--- config.mk ---
export PLATFORM = sky130hd
export DESIGN_NAME = fase_sequencer
export DESIGN_NICKNAME = d
export VERILOG_FILES = /design/src/rtl/fase_sequencer.sv
export SDC_FILE = /design/constraint.sdc
export NUM_CORES = 1
export LEC_CHECK = 0
export CAP_MARGIN = 20
export CORE_UTILIZATION = 44
export DETAILED_ROUTE_END_ITERATION = 10
export PLACE_DENSITY = 0.77
export SYNTH_ARGS = -nofsm -noshare
export SYNTH_HDL_FRONTEND = slang
export SYNTH_SLANG_ARGS = --single-unit
--- constraint.sdc ---
create_clock -name clkFase -period 1.8 [get_ports clkFase]
set_input_delay 0.27 -clock clkFase [delete_from_list [all_inputs] [get_ports clkFase]]
set_output_delay 0.27 -clock clkFase [all_outputs]
set_load 0.005 [all_outputs]
--- src/rtl/fase_sequencer.sv ---
// fase_sequencer: multi-cycle control FSM for the Fase datapath.
// Steps FETCH/DECODE/EXEC/MEM/WB, stalls on memReady, counts retirements.
module fase_sequencer #(
  parameter int              OP_W    = 6,
  parameter int              CNT_W   = 8,
  parameter logic [OP_W-1:0] HALT_OP = '1
) (
  input  logic             clkFase,
  input  logic             rstnFase,
  input  logic             start,
  input  logic [OP_W-1:0]  opcode,
  input  logic             memReady,
  output logic             pcWrite,
  output logic             irWrite,
  output logic             memRead,
  output logic             memWrite,
  output logic             regWrite,
  output logic             memToReg,
  output logic [1:0]       aluOp,
  output logic             busy,
  output logic             done,
  output logic             err,
  output logic [CNT_W-1:0] instrCount
);

  localparam logic [OP_W-1:0] OP_R  = OP_W'(6'b000000);
  localparam logic [OP_W-1:0] OP_LW = OP_W'(6'b100011);
  localparam logic [OP_W-1:0] OP_SW = OP_W'(6'b101011);

  typedef enum logic [2:0] {
    S_IDLE,
    S_FETCH,
    S_DECODE,
    S_EXEC,
    S_MEM,
    S_WB,
    S_DONE
  } state_t;

  typedef enum logic [1:0] {
    C_R,
    C_LW,
    C_SW
  } cls_t;

  state_t state;
  state_t nxt;
  cls_t   cls;
  cls_t   dec_cls;
  logic   dec_ok;
  logic   set_err;
  logic   clr_err;
  logic   retire;

  // State, latched class, sticky error and retire counter.
  always_ff @(posedge clkFase) begin
    if (!rstnFase) begin
      state      <= S_IDLE;
      cls        <= C_R;
      err        <= 1'b0;
      instrCount <= '0;
    end else begin
      state <= nxt;
      if (state == S_DECODE) cls <= dec_cls;
      if (set_err)      err <= 1'b1;
      else if (clr_err) err <= 1'b0;
      if (retire) instrCount <= instrCount + CNT_W'(1);
    end
  end

  // Opcode class decode; only consumed while in DECODE.
  always_comb begin
    dec_cls = cls;
    dec_ok  = 1'b0;
    unique case (1'b1)
      (opcode == OP_R):  begin dec_cls = C_R;  dec_ok = 1'b1; end
      (opcode == OP_LW): begin dec_cls = C_LW; dec_ok = 1'b1; end
      (opcode == OP_SW): begin dec_cls = C_SW; dec_ok = 1'b1; end
      default: ;
    endcase
  end

  // Next state and per-stage enables.
  always_comb begin
    nxt      = state;
    pcWrite  = 1'b0;
    irWrite  = 1'b0;
    memRead  = 1'b0;
    memWrite = 1'b0;
    regWrite = 1'b0;
    memToReg = 1'b0;
    aluOp    = 2'b00;
    done     = 1'b0;
    set_err  = 1'b0;
    clr_err  = 1'b0;
    retire   = 1'b0;
    case (state)
      S_IDLE: begin
        if (start) nxt = S_FETCH;
      end
      S_FETCH: begin
        memRead = 1'b1;
        if (memReady) begin
          pcWrite = 1'b1;
          irWrite = 1'b1;
          nxt     = S_DECODE;
        end
      end
      S_DECODE: begin
        if (dec_ok) begin
          nxt = S_EXEC;
        end else begin
          nxt     = S_DONE;
          set_err = (opcode != HALT_OP);
        end
      end
      S_EXEC: begin
        if (cls == C_R) begin
          aluOp = 2'b10;
          nxt   = S_WB;
        end else begin
          nxt = S_MEM;
        end
      end
      S_MEM: begin
        memRead  = (cls == C_LW);
        memWrite = (cls == C_SW);
        if (memReady) begin
          if (cls == C_SW) begin
            retire = 1'b1;
            nxt    = S_FETCH;
          end else begin
            nxt = S_WB;
          end
        end
      end
      S_WB: begin
        regWrite = 1'b1;
        memToReg = (cls == C_LW);
        retire   = 1'b1;
        nxt      = S_FETCH;
      end
      S_DONE: begin
        done = 1'b1;
        if (!start) begin
          nxt     = S_IDLE;
          clr_err = 1'b1;
        end
      end
      default: nxt = S_IDLE;
    endcase
  end

  assign busy = (state != S_IDLE) && (state != S_DONE);

endmodule

Word-level counts from Yosys, hierarchy flattened
Cells that the tools add are included.
- add/subtract/negate cells: 1
- $mul: 0
- div/mod/pow operators: 0
- magnitude comparators: 0
- equal/unequal tests: 16
- shift-type cells: 0
- multiplexer cells: 28
- bitwise logic cells: 0
- reduce and logical (&&, ||, !) cells: 10
- operators with widths (kind ; number):
    3-bit case mux with 7 select lines ; 1
    3-bit 2-to-1 mux ; 6
    1-bit 2-to-1 mux ; 16
    6-bit == test (second input constant) ; 2
    3-bit == test (second input constant) ; 3
    8-bit by 1-bit adder with 8-bit output (second input constant) ; 1
    2-bit != test (second input constant) ; 4
    3-bit by 2-bit == test with 1-bit output (second input constant) ; 2
    6-bit zero test ; 1
    6-bit != test (second input constant) ; 1
    2-bit case mux with 3 select lines ; 1
    3-bit nonzero test ; 2
    2-bit 2-to-1 mux ; 2
    1-bit case mux with 2 select lines ; 2
    4-bit AND reduction ; 1
    3-bit by 1-bit == test with 1-bit output (second input constant) ; 1
    3-bit zero test ; 1
    3-bit != test (second input constant) ; 1
    3-bit OR reduction ; 1
    2-bit by 1-bit == test with 1-bit output (second input constant) ; 1
    2-bit == test (second input constant) ; 1
    2-bit zero test ; 1
    2-bit AND reduction ; 1
    2-bit nonzero test ; 1
    1-bit logical AND ; 1
- register bits after elaboration: 14
- latch bits: 0
- RAM bits: 0
- ROM bits: 0
- input bits: 10
- output and inout bits: 19
- word-level logic and storage cells: 59
- memories: 0

Logic depth before layout (Yosys ltp)
Gate-level depths: netlist of the first run.
- word-level depth: 6
- depth in mapped cells: 5
- gate-level depth less buffers: 4

Worst setup path after synthesis of the first run
OpenSTA, ideal clock, no wires.
- kind: register to register
- start: register state[2]
- end: register instrCount[3]
- library setup time: 0.115 ns
- arrival time: 1.190 ns
- required time: 1.685 ns
- path slack: 0.495 ns
- cell stages (with the launch flop): 6
- buffers on the path: 1
- period minus slack after synthesis: 1.305 ns
- cells stage by stage: dfxtp_1 -> buf_6 -> nor2b_1 -> o2111ai_1 -> xnor2_1 -> and2_1
- cells in the longest elaborated chain, start to end: 2
- elaborated cells on any way between the ends: 3
- those cells by class: 2 x eq/ne; 1 x mux
- RTL lines (what ; RTL line ; text):
    start, declared ; 46 ; state_t state;
    start signal, assigned ; 63 ; state <= nxt;
    3-bit == test ; 97 ; case (state)
    1-bit case mux with 2 select lines (*) ; 97 ;
    end signal, assigned ; 67 ; if (retire) instrCount <= instrCount + CNT_W'(1);
    end, declared ; 23 ; output logic [CNT_W-1:0] instrCount
Every way passes the cells marked *; elsewhere a longest branch is shown, timed or not.
A chain may end at the register's enable or synchronous reset.

Final worst setup path of the first run
- start: register state[2]
- end: output port memWrite
- cells in the longest elaborated chain, start to end: 2
- RTL lines (what ; RTL line ; text):
    3-bit == test ; 97 ;
    1-bit 2-to-1 mux ; 97 ;
    end, declared ; 16 ; output logic memWrite,
No other way between the ends.

==> results.tsv, run 1 <==
metric	value	unit
fin nets	151	
antenna-violating nets left	0	
vias in the first global route	835	
run status	complete, no violations	
reg-to-reg slack, setup	340	ps
Yosys cell types	40	
post-synthesis register bit count	14	
Worst Setup End Kind	primary output	
IO Pins	29	
gpl congestion	0.8401	
first-pass GRT wire length	3.767	mm
synthesized area	870.8	µm²
initial drt markers	21	
Clock Pin Slew Worst Setup and Hold Paths	100	ps
Final period util	0.9466	
Num Clock Sinks	14	
vias after detailed routing	885	
root buf cell	clkbuf_4	
Pre-Repair DR Iteration Count	4	
synthesized area per cell	8.538	µm²
Placed Cells	158	
total grt overflow	0	
PwrDens	553.4	mW/mm²
hold path endpoint	instrCount[7]$_SDFFE_PN0P_	
Net Sw Frac	0.2714	
Layout fillers	153	
core box area	0.001783	mm²
Main synth FF type	dfxtp_1	
IO buf count	27	
final core occ	0.7193	
reg2reg path depth	4	
clock share of power	0.332	
Sw Pwr	192.6	µW
Routed Wire Length	2.306	mm
Crit Path Class	register to primary output	
Final Hold Fails	0	
Layout Cells excl Fill	164	
Hold Path Stages	2	
Final Slew Violations	0	
worst hold path class	register to register	
crit-path max cell delay	380	ps
cell count along the critical path	4	
Fmax	0.5869	GHz
diode count	0	
Max Clock Skew	4.786	ps
Clk Latency, worst-skew pair	280	ps
Clock Tree Buf Depth	2	
register area share after synthesis	0.3218	
initial antenna violation count	0	
Peak VDD IR	0.7297	mV
largest net degree at the start of global routing	11	
setup slack at placement	-103.0	ps
reg2reg end	instrCount[6]$_SDFFE_PN0P_	
Synth Instances	102	
FF-to-FF Start	cls[1]$_SDFFE_PN0P_	
Reg area	290.3	µm²
EDFF count, synth	0	
H-tree levels	1	
RSZ-0062 raised after global routing	no	
GRT Resource Usage Total	0.2486	
FP Rows	15	
Flop pwr share	0.467	
total CTS buffers	3	
synth warn	0	
Min-Delay Startpoint	instrCount[7]$_SDFFE_PN0P_	
DRC	0	
die footprint	0.002161	mm²
critical path launch point type	register	
CP bufs+invs	2	
ys async rst share	0	
WHS	487.0	ps
crit-path cells	buf_4, nor2b_4, nor4bb_2, clkdlybuf4s15_1	
layout cells sized above 1	0.2230	
Multi-input gate area	555.5	µm²
post-layout minimum cycle time	1704	ps
combinational share of power	0.201	
slowest cell on the critical path	dfxtp_4	
Final WS setup	96.05	ps
starting density of the core	0.4884	
Syn Nets	113	
WL/cell	14.06	µm
crit-path max FO	3	
Via density	5.396	
DIE WIDTH	46.49	µm
TritonCTS clock tree	yes	
WP data required	1530	ps
hpwl dp	1.623	mm
# setup viols final	0	
Pint	517.1	µW
Pleak	0.0005531	µW
max-cap viol count	0	
crit path DAT	1430	ps
cell family with most CP delay	simple AND/OR/NAND/NOR gates	
DIE HEIGHT	46.49	µm
Layout area overhead	47.27	%
==> layout make-up <==
type,instances,area share
Sequential cell,14,0.2263
Inverter,3,0.008780
Multi-Input combinational cell,78,0.4332
Clock buffer,4,0.02829
Timing Repair Buffer,40,0.2790
Tap cell,25,0.02439
==> cell usage after synthesis, drive strengths merged (3+ instances only) <==
master   n  area (µm²)
buf      5       42.53
xnor2    5       43.79
a21oi    3       15.01
inv      3       11.26
nand2    7       26.28
nand2b   4       25.02
nor2     5       18.77
a21boi   3       22.52
o21ai    8       43.79
dfxtp   14       280.3
nor2b    7       43.79
and2     7       43.79
==> layer usage <==
| layer | track usage | up-vias | part of all wire |
|---|---|---|---|
| met4 | 0.06471 | 0 | 0.0052 |
| met3 | 0.05882 | 2 | 0.035 |
| met1 | 0.3050 | 420 | 0.43 |
| met5 | 0 | - | 0 |
| met2 | 0.4278 | 24 | 0.53 |
| li1 | - | 439 | - |
==> cell usage in the layout (no fill, tap or decap), types with 3 or more instances in the layout <==
cell and instances:
clkdlybuf4s50_1 18, buf_4 12, dfxtp_1 10, and2_1 7, o21ai_0 7, nand2_1 6, nor2b_1 5, xnor2_1 5
dlygate4sd2_1 5, nand2b_1 4, nor2_1 4, a21oi_1 3, inv_1 3, clkbuf_4 3
==> power by group through the flow <==
stage               Combinational, µW  Sequential, µW  Clock (µW)
global route                      156             333         252
detailed placement                142             335           0
CTS                               142             332         235
finish                            143             331         236
floorplan                        66.9             334           0
global placement                  140             335           0
==> worst max path at each step <==
stage,start,to
after floorplan,state[2]$_SDFFE_PN0P_,instrCount[3]$_SDFFE_PN0P_
after global placement,memReady,irWrite
after detailed placement,memReady,pcWrite
after CTS,state[2]$_SDFFE_PN0P_,busy
after global routing,state[2]$_SDFFE_PN0P_,memWrite
final,state[2]$_SDFFE_PN0P_,memWrite
==> timing repair <==
action,4_1_cts,5_1_grt
setup endpoints to repair,9,4
gates resized for setup,18,10
endpoints found under the hold margin,0,0
hold buffers,0,0
buffers inserted,2,0
pin swaps,0,0
==> cell families (layout without fill, tap and decap cells) <==
kind of cell | count (synthesis) | in the layout | synth area share
AOI/OAI and AO/OA | 24 | 24 | 0.2083
xor gates and xnor gates | 5 | 5 | 0.05029
adders and majority gates | 1 | 1 | 0.01437
buffers and inverters | 10 | 47 | 0.07039
DFF | 14 | 14 | 0.3218
muxes | 2 | 2 | 0.02299
other | 1 | 1 | 0.004306
and+or+nand+nor | 45 | 45 | 0.3075
==> tightest hold or removal path, cell delays in order, from the launching register on <==
cell	delay, ps
dfxtp_1	330
nand2_1	60
mux2i_1	60
==> state kept, by name, summed over array words and instances, names as in the netlist <==
name        flops
instrCount      8
state           3
cls             2
err             1
==> stage by stage <==
step                      total power, µW  setup TNS, ps  cell area [µm²]
after global routing                741.0              0             1282
after global placement              475.5         -89.36             1205
after floorplan                     401.1              0            870.8
after CTS                           709.2              0             1272
after detailed placement            477.3         -192.9             1205
final                               709.7              0             1282
No activity file was read; power rests on OpenSTA's default activity.
==> run 2, diff against run 1 <==
Settings changed: ABC_AREA from default to 1, CORE_UTILIZATION 44 to 45, GPL_ROUTABILITY_DRIVEN from default to 0, PLACE_DENSITY 0.77 to 0.78.
==> run 2 against run 1 <==
Count of clock-buffer cells in the layout shrank 1; clock skew shrank 3.7 ps; largest power group is now combinational cells; clock power fell by 27%.
==> results.tsv, run 2 <==
metric	value	unit
run status	complete, no violations	
antenna-violating nets left	0	
Largest register FFs	8	
total grt overflow	0	
Flop pwr share	0.368	
synthesized area per cell	6.273	µm²
EDFF count, synth	0	
Design Area, Final	0.001250	mm²
top post-synthesis cells by count	nand2_1, nor2_1, inv_1	
crit-path max FO	8	
vias after detailed routing	993	
DIE HEIGHT	46.81	µm
first-pass GRT wire length	3.643	mm
starting density of the core	0.5014	
Clock Pin Slew Worst Setup and Hold Paths	80	ps
total CTS buffers	3	
IO Pins	29	
Clock Tree Buf Depth	2	
reg-to-reg slack, setup	490	ps
initial drt markers	15	
combinational share of power	0.482	
diode count	0	
core box area	0.001802	mm²
Synth Instances	144	
Fmax	0.5743	GHz
hpwl dp	1.759	mm
TritonCTS clock tree	yes	
post-synthesis register bit count	14	
reg2reg path depth	8	
Routed Wire Length	2.239	mm
Layout area overhead	38.37	%
fin nets	187	
clock share of power	0.150	
Top reg by flops	instrCount	
post-layout minimum cycle time	1741	ps
GRT Resource Usage Total	0.2311	
Largest regs	instrCount: 8 flops, state: 3 flops, cls: 2 flops	
Main synth FF type	dfxtp_1	
hold path endpoint	err$_SDFFE_PN0P_	
root buf cell	clkbuf_4	
worst hold path class	register to register	
Max Clock Skew	1.131	ps
ys async rst share	0	
crit path DAT	1470	ps
Pleak	0.0005418	µW
max-cap viol count	0	
setup TNS	0	ps
FF-to-FF Start	cls[0]$_SDFFE_PN0P_	
Final period util	0.9673	
Worst Setup End Kind	primary output	
PwrDens	918.9	mW/mm²
Net Sw Frac	0.3836	
Reg area	294.0	µm²
WL/cell	11.25	µm
register area share after synthesis	0.3102	
DIE WIDTH	46.81	µm
IO buf count	27	
Min-Delay Startpoint	err$_SDFFE_PN0P_	
Crit Path Class	register to primary output	
Yosys top cell area share	0.3102	
# setup viols final	0	
top post-synthesis cells by area	dfxtp_1, nand2_1, nor2_1, a21oi_1, inv_1	
synthesized area	903.4	µm²
Hold Path Stages	2	
FP Rows	15	
WP data required	1530	ps
Yosys top cell by area	dfxtp_1	
most frequent cell after synthesis	nand2_1	
Syn Nets	155	
H-tree levels	1	
synth warn	0	
Sw Pwr	440.6	µW
DRC	0	
Final Slew Violations	0	
reg2reg end	instrCount[3]$_SDFFE_PN0P_	
Pint	708.0	µW
Via density	4.990	
critical path launch point type	register	
Final Hold Fails	0	
vias in the first global route	863	
Post-Place Cell Area	0.001190	mm²
hold bufs inserted after CTS	0	
commonest non-fill, non-tap cell in the layout	nand2_1	
most frequent cells in the layout	nand2_1, clkdlybuf4s50_1, inv_1	
Layout fillers	170	
layout cells sized above 1	0.1207	
Pre-Repair DR Iteration Count	4	
Yosys cell types	25	
initial antenna violation count	0	
Peak VDD IR	0.5952	mV
Num Clock Sinks	14	
largest net degree at the start of global routing	11	
Clk Latency, worst-skew pair	270	ps
Multi-input gate area	516.7	µm²
die footprint	0.002191	mm²
==> run 2: cell count changes in the layout (fill, tap and decap cells not counted), moves of 4 or more <==
cell	before	now
and2_1	7	0
xnor2_1	5	0
o21ai_0	7	3
nand3_1	1	7
nand2_1	6	38
nor2b_1	5	0
inv_1	3	17
nor2_1	4	16
a21oi_1	3	13
buf_4	12	4
nand4_1	1	5
nand2b_1	4	0
clkdlybuf4s50_1	18	22
==> run 2: metrics by stage <==
step | hold WS, ps | total power [µW] | setup slack [ps] | instances | util
finish | 466.0 | 1149 | 58.84 | 199 | 0.6938
global route | 512.6 | 1233 | -1.919 | 199 | 0.6938
CTS | 471.3 | 1132 | 4.817 | 198 | 0.6819
detailed placement | 460.3 | 941.5 | 46.49 | 195 | 0.6604
global placement | 456.0 | 922.7 | 103.1 | 195 | 0.6604
floorplan | 390.8 | 733.6 | 621.7 | 144 | -
==> run 2: cell type report <==
type                       instances  area share
sequential                        14      0.2352
clock buffer                       3     0.01802
tap                               25     0.02503
timing repair buffer              31      0.2412
multi-input combinational        105      0.4134
inverter                          21     0.06707
==> run 2: worst max-delay path by stage <==
stage	end	start	depth (start not counted)	slack [ps]
3_5_place_dp	pcWrite	memReady	4	50
5_1_grt	regWrite	state[0]$_SDFFE_PN0P_	4	-2
4_1_cts	pcWrite	state[2]$_SDFFE_PN0P_	4	5
3_3_place_gp	irWrite	memReady	4	100
2_1_floorplan	memRead	state[0]$_SDFFE_PN0P_	4	620
6_report	irWrite	state[2]$_SDFFE_PN0P_	4	60
==> run 2: per-layer routing <==
layer  track usage  part of all wire  vias up
li1              -                 -      523
met4       0.03429            0.0076        0
met5             0                 0        -
met1        0.3000              0.48      449
met2        0.3806              0.48       17
met3       0.08077             0.039        4
==> run 2: power groups by stage <==
stage / sequential, µW / clock [µW] / combinational [µW]
CTS: 415 / 180 / 537
floorplan: 375 / 0 / 359
global placement: 403 / 0 / 520
detailed placement: 406 / 0 / 535
finish: 423 / 172 / 553
global route: 428 / 194 / 611
==> run 2: cells by family after synthesis <==
logic type               after synthesis  synth area share
other                                  1          0.004151
XOR/XNOR                               3           0.02909
flip-flops                            14            0.3103
AO/OA/AOI/OAI                         20            0.1191
AND/OR/NAND/NOR                       80            0.3947
adder cells (fa/ha/maj)                1           0.01385
buffers and inverters                 25            0.1288
==> run 2: worst max-delay path, stage by stage (launching register included) <==
cell,delay [ps]
dfxtp_4,390
inv_4,90
nand3_2,100
nor2_2,120
clkdlybuf4s50_1,500
==> run 2: timing repair <==
action,CTS,global route
setup buffers,0,1
endpoints found under the setup margin,8,5
resized for setup,12,6
==> run 3, diff against run 2 <==
Settings changed: ABC_CLOCK_PERIOD_IN_PS from default to 1800.
==> results of run 3 <==
Final layout, timing and power as in run 2 (identical DEF).
